`config.mk`:
```
export PLATFORM = sky130hd
export DESIGN_NAME = ball_control
export DESIGN_NICKNAME = d
export VERILOG_FILES = /design/src/rtl/ball_pkg.sv /design/src/rtl/ball_control_pixel_counter.sv /design/src/rtl/ball_control.sv
export SDC_FILE = /design/constraint.sdc
export NUM_CORES = 1
export LEC_CHECK = 0
export CORE_ASPECT_RATIO = 1.1
export CORE_UTILIZATION = 38
export DETAILED_ROUTE_END_ITERATION = 10
export PLACE_DENSITY = 0.86
export SLEW_MARGIN = 20
export SYNTH_ARGS = -nofsm -noshare
export SYNTH_HDL_FRONTEND = slang
export SYNTH_SLANG_ARGS = --single-unit
```
`constraint.sdc`:
```
create_clock -name clock -period 1.45 [get_ports clock]
set_clock_uncertainty 0.05 [all_clocks]
set_input_delay 0.145 -clock clock [delete_from_list [all_inputs] [get_ports clock]]
set_output_delay 0.145 -clock clock [all_outputs]
set_load 0.03 [all_outputs]
```
`src/rtl/ball_pkg.sv`:
```
// Shared types and constants for the ball plotting controller and its pixel counter.
package ball_pkg;

    typedef enum logic [2:0] {
        IDLE,
        LD_OLD,
        ERASE,
        LD_NEW,
        DRAW,
        DONE
    } state_t;

    localparam int PIX_COUNT = 16;
    localparam int COUNTER_W = 4;

    localparam logic [2:0] BLACK = 3'b000;
    localparam logic [2:0] WHITE = 3'b111;

endpackage

```
`src/rtl/ball_control_pixel_counter.sv`:
```
// Pixel index counter for the 4x4 ball; shared between the erase and draw bursts.
module pixel_counter
    import ball_pkg::*;
(
    input  logic                 clock,
    input  logic                 clear,
    input  logic                 enable,
    output logic [COUNTER_W-1:0] count,
    output logic                 last
);

    always_ff @(posedge clock) begin
        if (clear) begin
            count <= '0;
        end else if (enable) begin
            count <= count + 1'b1;
        end
    end

    assign last = (count == COUNTER_W'(PIX_COUNT - 1));

endmodule

```
`src/rtl/ball_control.sv`:
```
// Sequences one ball move: optional erase at the old position, then draw at the new one.
// Define BALL_CONTROL_ERASE_EN to enable the erase pass; otherwise every move only draws.
module ball_control
    import ball_pkg::*;
#(
    parameter int         X_W       = 8,
    parameter int         Y_W       = 7,
    parameter logic [2:0] BG_COLOUR = 3'b000
) (
    input  logic           clock,
    input  logic           reset,
    input  logic           go,
    input  logic [X_W-1:0] x_new,
    input  logic [Y_W-1:0] y_new,
    input  logic [2:0]     ball_colour,
    output logic [X_W-1:0] x_out,
    output logic [Y_W-1:0] y_out,
    output logic           ld_x,
    output logic           ld_y,
    output logic [3:0]     counter,
    output logic           plot,
    output logic [2:0]     colour,
    output logic           busy,
    output logic           done
);

    state_t         state;
    logic [X_W-1:0] new_x;
    logic [Y_W-1:0] new_y;
    logic [2:0]     new_colour;
    logic           pix_last;
    logic           plotting;

`ifdef BALL_CONTROL_ERASE_EN
    logic [X_W-1:0] old_x;
    logic [Y_W-1:0] old_y;
    logic           old_valid;
`endif

    assign plotting = (state == ERASE) || (state == DRAW);

    // The counter sits at zero outside plot bursts so each burst starts at pixel 0.
    pixel_counter u_pixel_counter (
        .clock  (clock),
        .clear  (reset || !plotting),
        .enable (plotting),
        .count  (counter),
        .last   (pix_last)
    );

    // Outputs are registered alongside the state so they line up with the counter.
    always_ff @(posedge clock) begin
        if (reset) begin
            state      <= IDLE;
            x_out      <= '0;
            y_out      <= '0;
            ld_x       <= 1'b1;
            ld_y       <= 1'b1;
            plot       <= 1'b0;
            colour     <= BLACK;
            busy       <= 1'b0;
            done       <= 1'b0;
            new_x      <= '0;
            new_y      <= '0;
            new_colour <= BLACK;
`ifdef BALL_CONTROL_ERASE_EN
            old_x      <= '0;
            old_y      <= '0;
            old_valid  <= 1'b0;
`endif
        end else begin
            case (state)
                IDLE: begin
                    if (go) begin
                        new_x      <= x_new;
                        new_y      <= y_new;
                        new_colour <= ball_colour;
                        ld_x       <= 1'b0;
                        ld_y       <= 1'b0;
                        busy       <= 1'b1;
`ifdef BALL_CONTROL_ERASE_EN
                        if (old_valid) begin
                            state <= LD_OLD;
                            x_out <= old_x;
                            y_out <= old_y;
                        end else begin
                            state <= LD_NEW;
                            x_out <= x_new;
                            y_out <= y_new;
                        end
`else
                        state <= LD_NEW;
                        x_out <= x_new;
                        y_out <= y_new;
`endif
                    end
                end
`ifdef BALL_CONTROL_ERASE_EN
                LD_OLD: begin
                    state  <= ERASE;
                    ld_x   <= 1'b1;
                    ld_y   <= 1'b1;
                    plot   <= 1'b1;
                    colour <= BG_COLOUR;
                end
                ERASE: begin
                    if (pix_last) begin
                        state  <= LD_NEW;
                        x_out  <= new_x;
                        y_out  <= new_y;
                        ld_x   <= 1'b0;
                        ld_y   <= 1'b0;
                        plot   <= 1'b0;
                        colour <= BG_COLOUR;
                    end
                end
`endif
                LD_NEW: begin
                    state  <= DRAW;
                    ld_x   <= 1'b1;
                    ld_y   <= 1'b1;
                    plot   <= 1'b1;
                    colour <= new_colour;
                end
                DRAW: begin
                    if (pix_last) begin
                        state  <= DONE;
                        plot   <= 1'b0;
                        colour <= BG_COLOUR;
                        done   <= 1'b1;
                    end
                end
                DONE: begin
                    state <= IDLE;
                    done  <= 1'b0;
                    busy  <= 1'b0;
`ifdef BALL_CONTROL_ERASE_EN
                    old_x     <= new_x;
                    old_y     <= new_y;
                    old_valid <= 1'b1;
`endif
                end
                default: begin
                    state <= IDLE;
                    ld_x  <= 1'b1;
                    ld_y  <= 1'b1;
                    plot  <= 1'b0;
                    busy  <= 1'b0;
                    done  <= 1'b0;
                end
            endcase
        end
    end

endmodule
```
==> results of run 1 <==
-- placed cells by master, fill, tap and decap left out --
cell,synthesis,routed
a211oi_1,1,1
a21oi_1,24,24
a221o_1,1,1
a31oi_1,1,1
a31oi_2,1,1
and3b_2,1,1
buf_4,1,6
buf_6,5,1
clkbuf_4,0,5
clkbuf_8,0,1
clkdlybuf4s50_1,0,20
clkinv_2,0,2
dfxtp_1,32,29
dfxtp_2,0,3
dlygate4sd2_1,0,27
ha_2,0,1
inv_1,3,3
nand2_1,41,41
nand3_1,2,2
nand3b_1,1,1
nand4_1,2,2
nor2_1,7,7
nor4b_4,1,1
o2111ai_1,1,1
o211ai_1,3,3
o21ai_0,1,1
or2_2,3,3
or3_1,1,1
or4b_4,1,1
xnor2_1,2,2
xor2_1,1,1
-- state kept, by name (all words and copies together) (netlist names) --
name                   flops
state                      3
y_out                      7
plot                       1
busy                       1
ld_y                       1
done                       1
u_pixel_counter.count      4
colour                     3
x_out                      8
new_colour                 3
-- logic make-up (layout without fill, tap and decap cells) --
group | count (synthesis) | count (layout) | synth area share (%)
AND/OR/NAND/NOR | 60 | 60 | 22.6
buffers and inverters | 14 | 65 | 7.61
flip-flops | 32 | 32 | 51.3
adder cells (fa/ha/maj) | 1 | 1 | 1.00
AO/OA/AOI/OAI | 33 | 33 | 15.4
XOR/XNOR | 3 | 3 | 2.10
-- power by group --
part | switching, mW | total, mW | leakage, nW | internal [mW]
sequential | 0.0270 | 0.952 | 0.263 | 0.925
clock | 0.303 | 0.534 | 0.0380 | 0.230
combinational | 0.185 | 0.329 | 0.467 | 0.144
-- layout make-up --
class,count,area (um^2)
fill,305,1330
clock buffer,6,51.3
sequential,32,644
inverter,3,11.3
tap,34,42.5
multi-input combinational,97,517
timing repair buffer,54,493
clock inverter,2,10.0
-- worst min-delay path, stage by stage --
cell and delay, ns:
clkdlybuf4s50_1 0.39, nand2_1 0.05, a21oi_1 0.05
-- what timing repair did --
action                                 in CTS  in global routing
gates resized for setup                    27                  3
pin swaps                                   0                  1
buffers inserted                            0                  0
endpoints found under the hold margin       0                  0
setup endpoints to repair                  27                  8
-- worst max path at each step --
| stage | from | endpoint | slack (ns) | cells after the start |
|---|---|---|---|---|
| floorplan | state[2] | x_out[2] | 0.06 | 5 |
| global placement | go | x_out[5] | -0.16 | 4 |
| detailed placement | go | y_out[2] | -0.17 | 4 |
| CTS | state[1] | y_out[2] | 0.04 | 3 |
| global route | state[2] | x_out[5] | 0.01 | 5 |
| finish | u_pixel_counter.count[2] | counter[2] | 0.08 | 1 |
-- stage by stage --
step | util, % | setup TNS, ns
2_1_floorplan | - | 0
3_3_place_gp | 55.9 | -2.80
3_5_place_dp | 55.9 | -3.18
4_1_cts | 56.8 | 0
5_1_grt | 57.1 | 0
6_report | 57.1 | 0
-- metal layers --
| layer | wire length, um | GRT usage [%] | up-vias |
|---|---|---|---|
| met4 | 61 | 9.38 | 0 |
| li1 | - | - | 575 |
| met5 | 0 | 0 | - |
| met2 | 1210 | 25.6 | 32 |
| met3 | 170 | 6.88 | 6 |
| met1 | 1160 | 19.7 | 500 |
==> results.md, run 1 <==
- The flow ran to the end, but the final reports show violations.
- The checks that failed: design-rule violations.
- Setup slack on the critical path of the routed design comes to 0.0821 ns.
- The net count of the finished layout is 215.
- The clock insertion delay at the later pin of the skew report is 0.34 ns.
- The number of nets with antenna violations after routing is 0.
- The worst hold path passes through 3 cells.
- Summing over every cut layer, the via total after detailed routing is 1,113.
- The number of placement rows is 21.
- The mean number of vias per cell is 4.88.
- The static leakage is 0.768 nW.
- The number of hold-repair buffers added at the cts stage is 0.
- After routing the design area is 1770 um^2.
- For the worst setup path, the data required time is 1.25 ns.
- The repair_antennas step left the layout with diodes totalling 0.
- After synthesis, the mean cell area works out to 8.74 um^2.
- Yosys printed 0 warnings.
- The worst hold path begins at ball_colour[2].
- Counting both buffers and inverters, the worst setup path holds a total of 1.
- Once placement completed, the tool counted placed cells totaling 220.
- After technology mapping, the gate count stands at 143.
- The family of cells with the greatest summed delay on the critical path is flip-flops.
- Derived from the worst setup path, the maximum achievable clock frequency is 731 MHz.
- The vertical die dimension is 62.2 um.
- The endpoint with the worst hold slack is new_colour[2].
- The peak ir drop on the vdd network is 0.505 mV.
- Dividing the final minimum period by the clock period gives 94.3%.
- The prevailing post-synth register cell is dfxtp_1.
- The final critical-path required period is 1.37 ns.
- The floorplan step defined a core boundary enclosing 3100 um^2.
- The tightest min-delay check is of the in2reg type.
- The synthesized design contains 0 enable-type register cells.
- The routed wire length is 2600 um.
- The hold violation total from the final report came to 0.
- The nature of the critical path startpoint is a flip-flop.
- The worst setup path is of the reg2out kind.
- The placer congestion estimate is 0.768.
- The initial antenna violation count was 0.
- The number of global-route vias before repair was 990.
- nand2_1 is the most common cell in the netlist.
- After synthesis, the most frequently instantiated cells are nand2_1 (41), dfxtp_1 (32), a21oi_1 (24).
- For this design the ratio of total power to cell area is 1030 nW/um^2.
- The slowest stage of the critical path belongs to the cell dfxtp_1.
- The area growth from synthesis to layout is 41.5%.
- STA classifies the critical path endpoint as an output port.
- Once layout is complete, the cells apart from fillers number 228.
- The clock tree synthesis step divided the H-tree into 2 levels.
- Traced cell by cell, the critical path runs through dlygate4sd2_1.
- The share of synthesized area in the top cell type comes to 51.3%.
- The die covers 3520 um^2.
- For this run the aggregate overflow at the end of global routing stands at 0.
- Across every metal layer, demand over resource in global routing totals 16.8%.
- The end of the worst register-to-register path is y_out[2].
- The netlist area before placement is 1250 um^2.
- Counting along the longest clock path gives a buffer depth of 2.
- After layout, the design draws a total of 1.81 mW.
- In this run the tool buffered the top-level ports with 47 buffer cells.
- The number of violations reported at the end of detailed-routing iteration 0 is 32.
- Setup repair after global routing left no endpoint under its margin.
- Before antenna repair, the detailed router went through 7 iterations.
- The initial core utilization is 40.3%.
- The count of final setup violators is 0.
- In the synthesized netlist the async set-or-reset flop fraction comes to 0%.
- For the worst flop-to-flop path, the logic depth is 3.
- The area of placed instances is 1730 um^2.
- 48 I/O pins were placed.
- The post-route worst hold slack is 0.290 ns.
- The max-slew violation count is 0.
- The count of unresolved DRC violations after routing is 2.
- Counting every net in the synthesized netlist gives 165.
- The count of distinct cell types in the synthesized netlist is 28.
- The clock drives 32 sinks.
- Clock-pin slew was measured on the worst setup and hold paths at 0.10 ns.
- In the post-synthesis netlist, the biggest area contributors are dfxtp_1 (51%), nand2_1 (12%), a21oi_1 (9.6%).
- The horizontal die dimension is 56.7 um.
- The count of maximum capacitance violations is 0.
- In this run the clock root is driven by a clkbuf_4.
- The share of the Yosys chip area taken by registers is 51.3%.
- Of all nets on the critical path, the largest fanout is 5.
- The largest net degree at the start of global routing is 28.
- The final routed wire length divided by cell count is 11.4 um.
- Before CTS, the worst setup slack after placement is -0.175 ns.
- The fraction of final layout cells sized beyond drive strength 1 is 13.4%.
- The minimum setup slack among reg-to-reg paths is 0.09 ns.
- The worst register-to-register path begins at state[0].
- The first global-routing pass estimated 4500 um of wire.
- The biggest area consumer among synthesized cells is dfxtp_1.
- Data on the critical path arrives at its endpoint at 1.17 ns.
- The total clock buffers created by CTS is 5.
- The slew at the pin closest to its max-slew limit is 0.332 ns.
- The clock tree from TritonCTS is done.
- The wire-length estimate of the detail-placed layout is 1830 um.
- The largest single stage delay on the critical path is 0.42 ns.
- The headroom to the max-slew limit is 77.9%.
- The flip-flop and latch count after synthesis is 32.
Note: power is estimated with default switching activity, not from simulation.
==> run 2, diff against run 1 <==
--- a/config.mk
+++ b/config.mk
@@ -5,10 +5,12 @@
 export SDC_FILE = /design/constraint.sdc
 export NUM_CORES = 1
 export LEC_CHECK = 0
+export CELL_PAD_IN_SITES_DETAIL_PLACEMENT = 1
+export CELL_PAD_IN_SITES_GLOBAL_PLACEMENT = 1
 export CORE_ASPECT_RATIO = 1.1
-export CORE_UTILIZATION = 38
+export CORE_UTILIZATION = 28
 export DETAILED_ROUTE_END_ITERATION = 10
-export PLACE_DENSITY = 0.86
+export PLACE_DENSITY = 0.87
 export SLEW_MARGIN = 20
 export SYNTH_ARGS = -nofsm -noshare
 export SYNTH_HDL_FRONTEND = slang
==> run 2 against run 1 <==
Compared with the run above: the run now ends clean; worst setup slack lost 0.0028 ns; clock power grew 32%; critical path type is now reg2reg; first-iteration DRC count grew 3.1%; maximum frequency shrank 0.21%; non-clock buffer count is the same; cell count grew 8.8%; register-to-register slack is essentially flat; utilization shrank 14 points; global-route usage shrank 1.7 points; count of clock-buffer cells in the layout is the same; via count grew 3.1%.
==> results.md, run 2 (synthesis gave the netlist of run 1 again) <==
- The largest registers in the layout are x_out: 8 flops, y_out: 7 flops, u_pixel_counter.count: 4 flops.
- The count of boundary I/O pins is 48 (unchanged).
- The number of nets with antenna violations after routing was 0 (unchanged).
- In the layout the commonest cells are nand2_1 (41), dfxtp_1 (29), dlygate4sd2_1 (27).
- The final routed wire length divided by cell count is 13.0 um (+14%).
- The minimum setup slack in the final design is 0.0793 ns (-0.00282 ns).
- The register name with the most flops is x_out.
- The met1 layer wirelength in the final routing was 1260 um (+8.7%).
- The final worst-path cycle share is 94.5% (+0.19 points).
- The buffers inserted during post-CTS setup optimization was 0 (unchanged).
- The count of unresolved DRC violations after routing is 0 (-2).
- The peak ir drop on the vdd network is 0.514 mV (+1.7%).
- The number of buffers between clock root and the deepest sink is 2 (unchanged).
- The library cell used most frequently in the layout, excluding fill and tap cells, is nand2_1.
- The final critical-path required period is 1.37 ns (+0.00282 ns).
- The number of global-route vias before repair is 1,172 (+18%).
- The depth of the CTS H-tree is 2 (unchanged).
- The placer congestion estimate was 0.805 (+4.8%).
- The fraction of final layout cells sized beyond drive strength 1 is 13.4% (unchanged).
- The largest net degree at the start of global routing is 27 (-3.6%).
- The vertical die dimension came to 72.1 um (+16%).
- The die footprint is 4740 um^2 (+34%).
- The worst setup path is launched from a flip-flop.
- The total clock buffers created by CTS was 5 (unchanged).
- The count of clock tree sinks is 32 (unchanged).
- The mean number of vias per cell is 4.63 (-5.2%).
- The number of nets in the layout was 215 (unchanged).
- The power share of the clock group is 35.3% (+5.9 points).
- The sequential group share of total power is 47.7% (-4.8 points).
- The initial antenna violation count is 0 (unchanged).
- The overall track demand over capacity in global routing was 15.1% (-1.7 points).
- The data arrival time of the critical path is 1.48 ns (+0.31 ns).
- The area of the core is 4290 um^2 (+38%).
- The met2 routed wirelength is 1720 um (+42%).
- The combinational power share is 17.0% (-1.1 points).
- TritonCTS built the clock tree.
- The count of input and output buffers came to 47 (unchanged).
- The number of violations reported at the end of detailed-routing iteration 0 came to 33 (+3.1%).
- The static leakage was 0.783 nW (+2.0%).
- The hold violation total from the final report came to 0 (unchanged).
- Setup repair after global routing left no endpoint under its margin.
- The number of placement rows came to 25 (+19%).
- The total internal power was 1.45 mW (+12%).
- The number of cells traversed by the worst register-to-register path is 3 (unchanged).
- The amount of wire on met3 after detailed routing is 173 um (+1.8%).
- The worst slack at placement is -0.177 ns (-0.00208 ns).
- The count of final setup violators is 0 (unchanged).
- The total design power came to 2.00 mW (+10%).
- The initial core utilization is 29.2% (-11 points).
- The routed wire length is 3230 um (+24%).
- The headroom to the max-slew limit came to 78.9% (+0.95 points).
- The slew at the pin closest to its max-slew limit is 0.318 ns (-0.0144 ns).
- The worst setup path is captured at a flip-flop.
- The diode insertion count for antenna repair is 0 (unchanged).
- The total via count in the routed design is 1,148 (+3.1%).
- The cell sitting at the root of the clock tree is a clkbuf_8.
- The path type of the worst min-delay path is in2reg.
- The critical path required time is 1.56 ns (+0.31 ns).
- The flow ran to the end, and the final reports show no timing, DRC or antenna violations.
- The count of maximum capacitance violations was 0 (unchanged).
- The switching power total came to 0.546 mW (+5.9%).
- The upper clock frequency limit is 730 MHz (-0.21%).
- The clock-pin slew on the worst setup and hold paths is 0.07 ns (-0.03 ns).
- The cell count of the worst hold path was 3 (unchanged).
- The max-slew violation count was 0 (unchanged).
- The fill cell instance count of the final layout is 511 (+68%).
- The horizontal die dimension is 65.7 um (+16%).
- By startpoint and endpoint, the worst setup path is classified as reg2reg.
- The clock insertion delay at the later pin of the skew report is 0.28 ns (-0.06 ns).
- The number of search-and-repair iterations in the first detailed-routing pass is 4 (-3).
- The uppermost layer routed is met4.
- The global-route wire length before repair is 5250 um (+17%).
- The post-route worst hold slack is 0.356 ns (+0.0658 ns).
- Compared with the post-synthesis result, the final layout area differs by 46.9%.
- The final global-route overflow total is 0 (unchanged).
- The detailed-placement wirelength estimate is 2350 um (+28%).
- The net switching fraction of the power is 27.3% (-1.1 points).
- The critical-path maximum fanout is 20 (+15).
- The power per cell area is 1090 nW/um^2 (+6.1%).
- The number of flip-flops in the largest register is 8 (unchanged).
==> run 2: layout make-up <==
type | count | area (um^2) | area share (%)
Tap cell | 54 | 67.6 | 3.68
Clock inverter | 2 | 10.0 | 0.545
Inverter | 3 | 11.3 | 0.613
Multi-Input combinational cell | 97 | 519 | 28.3
Clock buffer | 6 | 82.6 | 4.50
Sequential cell | 32 | 644 | 35.1
Timing Repair Buffer | 54 | 502 | 27.3
==> run 2: path summary, 6_finish.rpt <==
kind | start | end | slack [ns]
worst min-delay path | y_new[4] | y_out[4] | 0.36
worst min register to register | u_pixel_counter.count[0] | u_pixel_counter.count[0] | 0.39
worst max-delay path | state[0] | x_out[5] | 0.08
worst max register to register | state[0] | x_out[5] | 0.08
==> run 2: worst max-delay path: stages (launching register included) <==
cell and delay, ns:
dfxtp_1 0.33, or4b_4 0.66, nand2_1 0.13, a21oi_1 0.07
==> run 2: through the flow <==
| stage | area [um^2] | instances | TNS (ns) | utilization, % |
|---|---|---|---|---|
| 2_1_floorplan | 1250 | 143 | 0 | - |
| 3_3_place_gp | 1770 | 240 | -2.79 | 41.3 |
| 3_5_place_dp | 1770 | 240 | -2.89 | 41.3 |
| 4_1_cts | 1830 | 248 | 0 | 42.7 |
| 5_1_grt | 1840 | 248 | 0 | 42.9 |
| 6_report | 1840 | 248 | 0 | 42.9 |
==> run 2: power groups by stage <==
stage | sequential [mW] | clock [mW] | combinational [mW]
after floorplan | 1.04 | 0 | 0.145
after global placement | 0.973 | 0 | 0.362
after detailed placement | 0.976 | 0 | 0.369
after CTS | 0.955 | 0.737 | 0.344
after global routing | 0.960 | 0.762 | 0.372
final | 0.954 | 0.705 | 0.340
==> run 2: what timing repair did <==
action,4_1_cts,5_1_grt
setup endpoints to repair,27,7
pin swaps,0,1
hold endpoints to repair,0,0
resized for setup,27,3
hold buffers,0,0
==> run 2: per-layer routing <==
metal / global-route usage, % / vias up
li1: - / 573
met5: 0 / -
met2: 26.6 / 37
met1: 15.5 / 531
met3: 4.40 / 7
met4: 8.70 / 0
==> run 3, diff against run 2 <==
--- a/config.mk
+++ b/config.mk
@@ -5,12 +5,13 @@
 export SDC_FILE = /design/constraint.sdc
 export NUM_CORES = 1
 export LEC_CHECK = 0
+export ABC_AREA = 1
 export CELL_PAD_IN_SITES_DETAIL_PLACEMENT = 1
 export CELL_PAD_IN_SITES_GLOBAL_PLACEMENT = 1
 export CORE_ASPECT_RATIO = 1.1
-export CORE_UTILIZATION = 28
+export CORE_UTILIZATION = 27
 export DETAILED_ROUTE_END_ITERATION = 10
-export PLACE_DENSITY = 0.87
+export PLACE_DENSITY = 0.86
 export SLEW_MARGIN = 20
 export SYNTH_ARGS = -nofsm -noshare
 export SYNTH_HDL_FRONTEND = slang
==> run 3 against run 2 <==
Compared with the run above: routed wire length decreased by 11%; utilization decreased by 0.79 points; die area increased by 2.4%; worst setup slack improved by 0.092 ns; maximum frequency increased by 7.2%; hold slack improved by 0.038 ns; critical path depth decreased by 2; first-iteration DRC count decreased by 36%; via count increased by 1.7%; cell area decreased by 0.41%; sequential power increased by 4.6%; sequential share of layout area decreased by 0.061 points.
==> results.md, run 3 <==
- The run finished with clean final reports.
- The tree is rooted in a clkbuf_8.
- The vertical die dimension was 72.9 um (+1.2%).
- The number of placement rows is 25 (unchanged).
- The number of buffers between clock root and the deepest sink is 2 (unchanged).
- The headroom to the max-slew limit is 79.7% (+0.78 points).
- The final worst-path cycle share is 88.2% (-6.3 points).
- The fill cell instance count of the final layout is 548 (+7.2%).
- Traced cell by cell, the critical path runs through dlygate4sd2_1.
- The critical-path maximum fanout came to 4 (-80%).
- The initial antenna violation count was 0 (unchanged).
- The number of nets in the layout is 228 (+6.0%).
- The area of the core came to 4350 um^2 (+1.5%).
- The biggest area consumer among synthesized cells is dfxtp_1.
- The compound-cell area share of the yosys netlist is 18.4% (+3.0 points).
- The peak ir drop on the vdd network came to 0.673 mV (+31%).
- The slew at the pin closest to its max-slew limit is 0.306 ns (-0.0118 ns).
- The depth of the CTS H-tree is 2 (unchanged).
- The clock tree from TritonCTS is done.
- The mean number of vias per cell was 4.49 (-3.0%).
- The static leakage was 0.846 nW (+8.1%).
- The post-synthesis mux area share is 0% (unchanged).
- The detailed-placement wirelength estimate is 2130 um (-9.2%).
- The prevailing post-synth register cell is dfxtp_1.
- The final routed wire length divided by cell count came to 11.1 um (-15%).
- For this design, the slowest cell found on the critical path is dlygate4sd2_1.
- The count of maximum capacitance violations is 0 (unchanged).
- The total area of sequential cells came to 641 um^2 (-0.58%).
- The count of final setup violators is 0 (unchanged).
- The fraction of post-synthesis cell area in the top cell type by area is 51.9% (+0.62 points).
- The power per cell area is 1200 nW/um^2 (+9.9%).
- The routed wire length is 2890 um (-11%).
- The number of nets with antenna violations after routing was 0 (unchanged).
- The diode insertion count for antenna repair is 0 (unchanged).
- The number of cells produced by synthesis came to 156 (+9.1%).
- The flip-flop and latch count after synthesis came to 32 (unchanged).
- The data arrival time of the critical path came to 1.08 ns (-0.40 ns).
- The max-slew violation count is 0 (unchanged).
- The part of the Yosys area used for sequential elements is 51.9% (+0.62 points).
- The clock insertion delay at the later pin of the skew report is 0.28 ns (about the same).
- The most common cell in the synthesized netlist is dfxtp_1.
- Among cell families on the critical path, the largest total delay comes from buffers and inverters.
- The count of clock tree sinks is 32 (unchanged).
- The utilization after layout is 42.1% (-0.79 points).
- The mean instance size in the synthesized netlist is 7.92 um^2 (-9.4%).
- The depth of the critical timing path with buffers and inverters included came to 1 (-2).
- The total clock buffers created by CTS was 5 (unchanged).
- The share of flip-flops with an asynchronous set or reset came to 0% (unchanged).
- The final critical-path required period came to 1.28 ns (-0.0917 ns).
- The hold violation total from the final report is 0 (unchanged).
- The register name with the most flops is x_out.
- The number of global-route vias before repair is 1,113 (-5.0%).
- The area of placed instances came to 1770 um^2 (-0.28%).
- The number of search-and-repair iterations in the first detailed-routing pass is 4 (unchanged).
- The largest net degree at the start of global routing is 39 (+44%).
- The global-route wire length before repair was 4830 um (-8.0%).
- The die footprint is 4850 um^2 (+2.4%).
- Setup repair after global routing left no endpoint under its margin.
- The count of distinct cell types in the synthesized netlist was 18 (-36%).
- The critical path required time is 1.25 ns (-0.31 ns).
- The maximum cell stage delay along the critical path is 0.41 ns (-0.25 ns).
- The number of cells traversed by the worst register-to-register path is 7 (+4).
- After synthesis, the most frequently instantiated cells are dfxtp_1 (32), inv_1 (28), a21oi_1 (26).
- The xor/xnor cell area share of the yosys netlist came to 0.709% (-1.4 points).
- The total via count in the routed design is 1,167 (+1.7%).
- The leading cell type in the layout, fill and taps excluded is dfxtp_1.
- The cell area after layout came to 1830 um^2 (-0.41%).
- STA classifies the critical path startpoint as a flip-flop.
- The post-synthesis share of cell area spent on full adders, half adders and majority gates is 1.01% (+0.012 points).
- The total buffers and inverters traversed by the critical path is 1 (+1).
- The horizontal die dimension came to 66.5 um (+1.2%).
- The clock-pin slew on the worst setup and hold paths was 0.07 ns (about the same).
- The netlist area before placement is 1230 um^2 (-1.2%).
- The count of synthesis-stage warnings from yosys is 0 (unchanged).
- The placer congestion estimate is 0.754 (-6.3%).
- By area, the combinational part of the netlist is dominated by compound AO/OA/AOI/OAI gates.
- The number of hold-repair buffers added at the cts stage is 0 (unchanged).
- STA classifies the critical path endpoint as an output port.
- The number of flip-flops in the largest register is 8 (unchanged).
- The count of flip-flops with a built-in enable after synthesis is 0 (unchanged).
- The accumulated negative setup slack came to 0 ns (unchanged).
- The fraction of the mapped netlist area in simple logic gates came to 15.1% (-7.5 points).
- The path type of the worst min-delay path is reg2reg.
- The upper clock frequency limit is 782 MHz (+7.2%).
- In the final layout, the registers with the most flip-flops are x_out: 8 flops, y_out: 7 flops, u_pixel_counter.count: 4 flops.
- The total area of multi-input combinational cells came to 435 um^2 (-16%).
- The critical path is of the reg2out type.
- The initial core utilization was 28.4% (-0.77 points).
- The minimum setup slack in the final design is 0.171 ns (+0.0917 ns).
- The worst slack at placement is 0.0942 ns (+0.271 ns).
- The area growth from synthesis to layout is 48.1%.
- The count of unresolved DRC violations after routing was 0 (unchanged).
- The count of input and output buffers was 47 (unchanged).
- After synthesis, the cell types taking the most area are dfxtp_1 (52%), a21oi_1 (11%), inv_1 (8.5%).
- The number of violations reported at the end of detailed-routing iteration 0 came to 21 (-36%).
- The library cells used most frequently in the layout, excluding fill and tap cells, are dfxtp_1 (32), inv_1 (28), dlygate4sd2_1 (27).
- The overall track demand over capacity in global routing came to 13.4% (-1.6 points).
- The final global-route overflow total is 0 (unchanged).
- The count of boundary I/O pins is 48 (unchanged).
- The cell count of the worst hold path is 2 (-1).
- The fraction of final layout cells sized beyond drive strength 1 is 5.83% (-7.6 points).
- The post-synth net total came to 178 (+7.9%).
[run 3: changes by cell type after synthesis, sizes merged, moves of 2 or more]
cell	change
buf	-4
o211ai	-2
nand3	+8
inv	+25
o21ai	+17
nand4	-2
nor2	+2
a31oi	-2
nand2	-19
a21oi	+2
or2	-3
[run 3: repair_timing]
action | 4_1_cts | 5_1_grt
buffers inserted | 0 | 0
resized for setup | 27 | 0
endpoints found under the setup margin | 27 | 0
[run 3: cell families (layout without fill, tap and decap cells)]
kind of cell	count (synthesis)	after routing
buffers and inverters	35	85
adder cells (fa/ha/maj)	1	1
XOR/XNOR	1	1
flip-flops	32	32
AO/OA/AOI/OAI	45	45
AND/OR/NAND/NOR	42	42
[run 3: routing by layer]
metal	up-vias	wire length (um)	part of all wire (%)	global-route usage, %
li1	591	-	-	-
met1	539	1150	40	14.4
met2	32	1490	52	22.7
met3	5	184	6.4	4.69
met4	0	63	2.2	7.80
met5	-	0	0	0
[run 3: worst paths after layout]
kind,from,end,slack [ns]
worst max register to register,state[2],busy,0.18
worst min register to register,y_out[5],y_out[5],0.39
worst max-delay path,u_pixel_counter.count[2],counter[2],0.17
worst min-delay path,y_out[5],y_out[5],0.39
[run 3: area by class of cell]
| type | count | area share [%] |
|---|---|---|
| inverters | 28 | 5.75 |
| clock buffers | 7 | 5.27 |
| well taps | 54 | 3.69 |
| repair buffers | 50 | 26.5 |
| flip-flops and latches | 32 | 35.0 |
| multi-input cells | 89 | 23.8 |
[run 3: power by group]
group | total, mW | internal, mW | switching, mW | leakage [nW]
Combinational | 0.451 | 0.181 | 0.270 | 0.533
Clock | 0.738 | 0.422 | 0.316 | 0.0503
Sequential | 0.998 | 0.953 | 0.0453 | 0.263
[run 3: through the flow]
stage,instances,hold slack [ns],power (mW)
2_1_floorplan,156,0.270,1.31
3_3_place_gp,253,0.380,1.51
3_5_place_dp,253,0.391,1.52
4_1_cts,260,0.400,2.23
5_1_grt,260,0.408,2.31
6_report,260,0.394,2.19
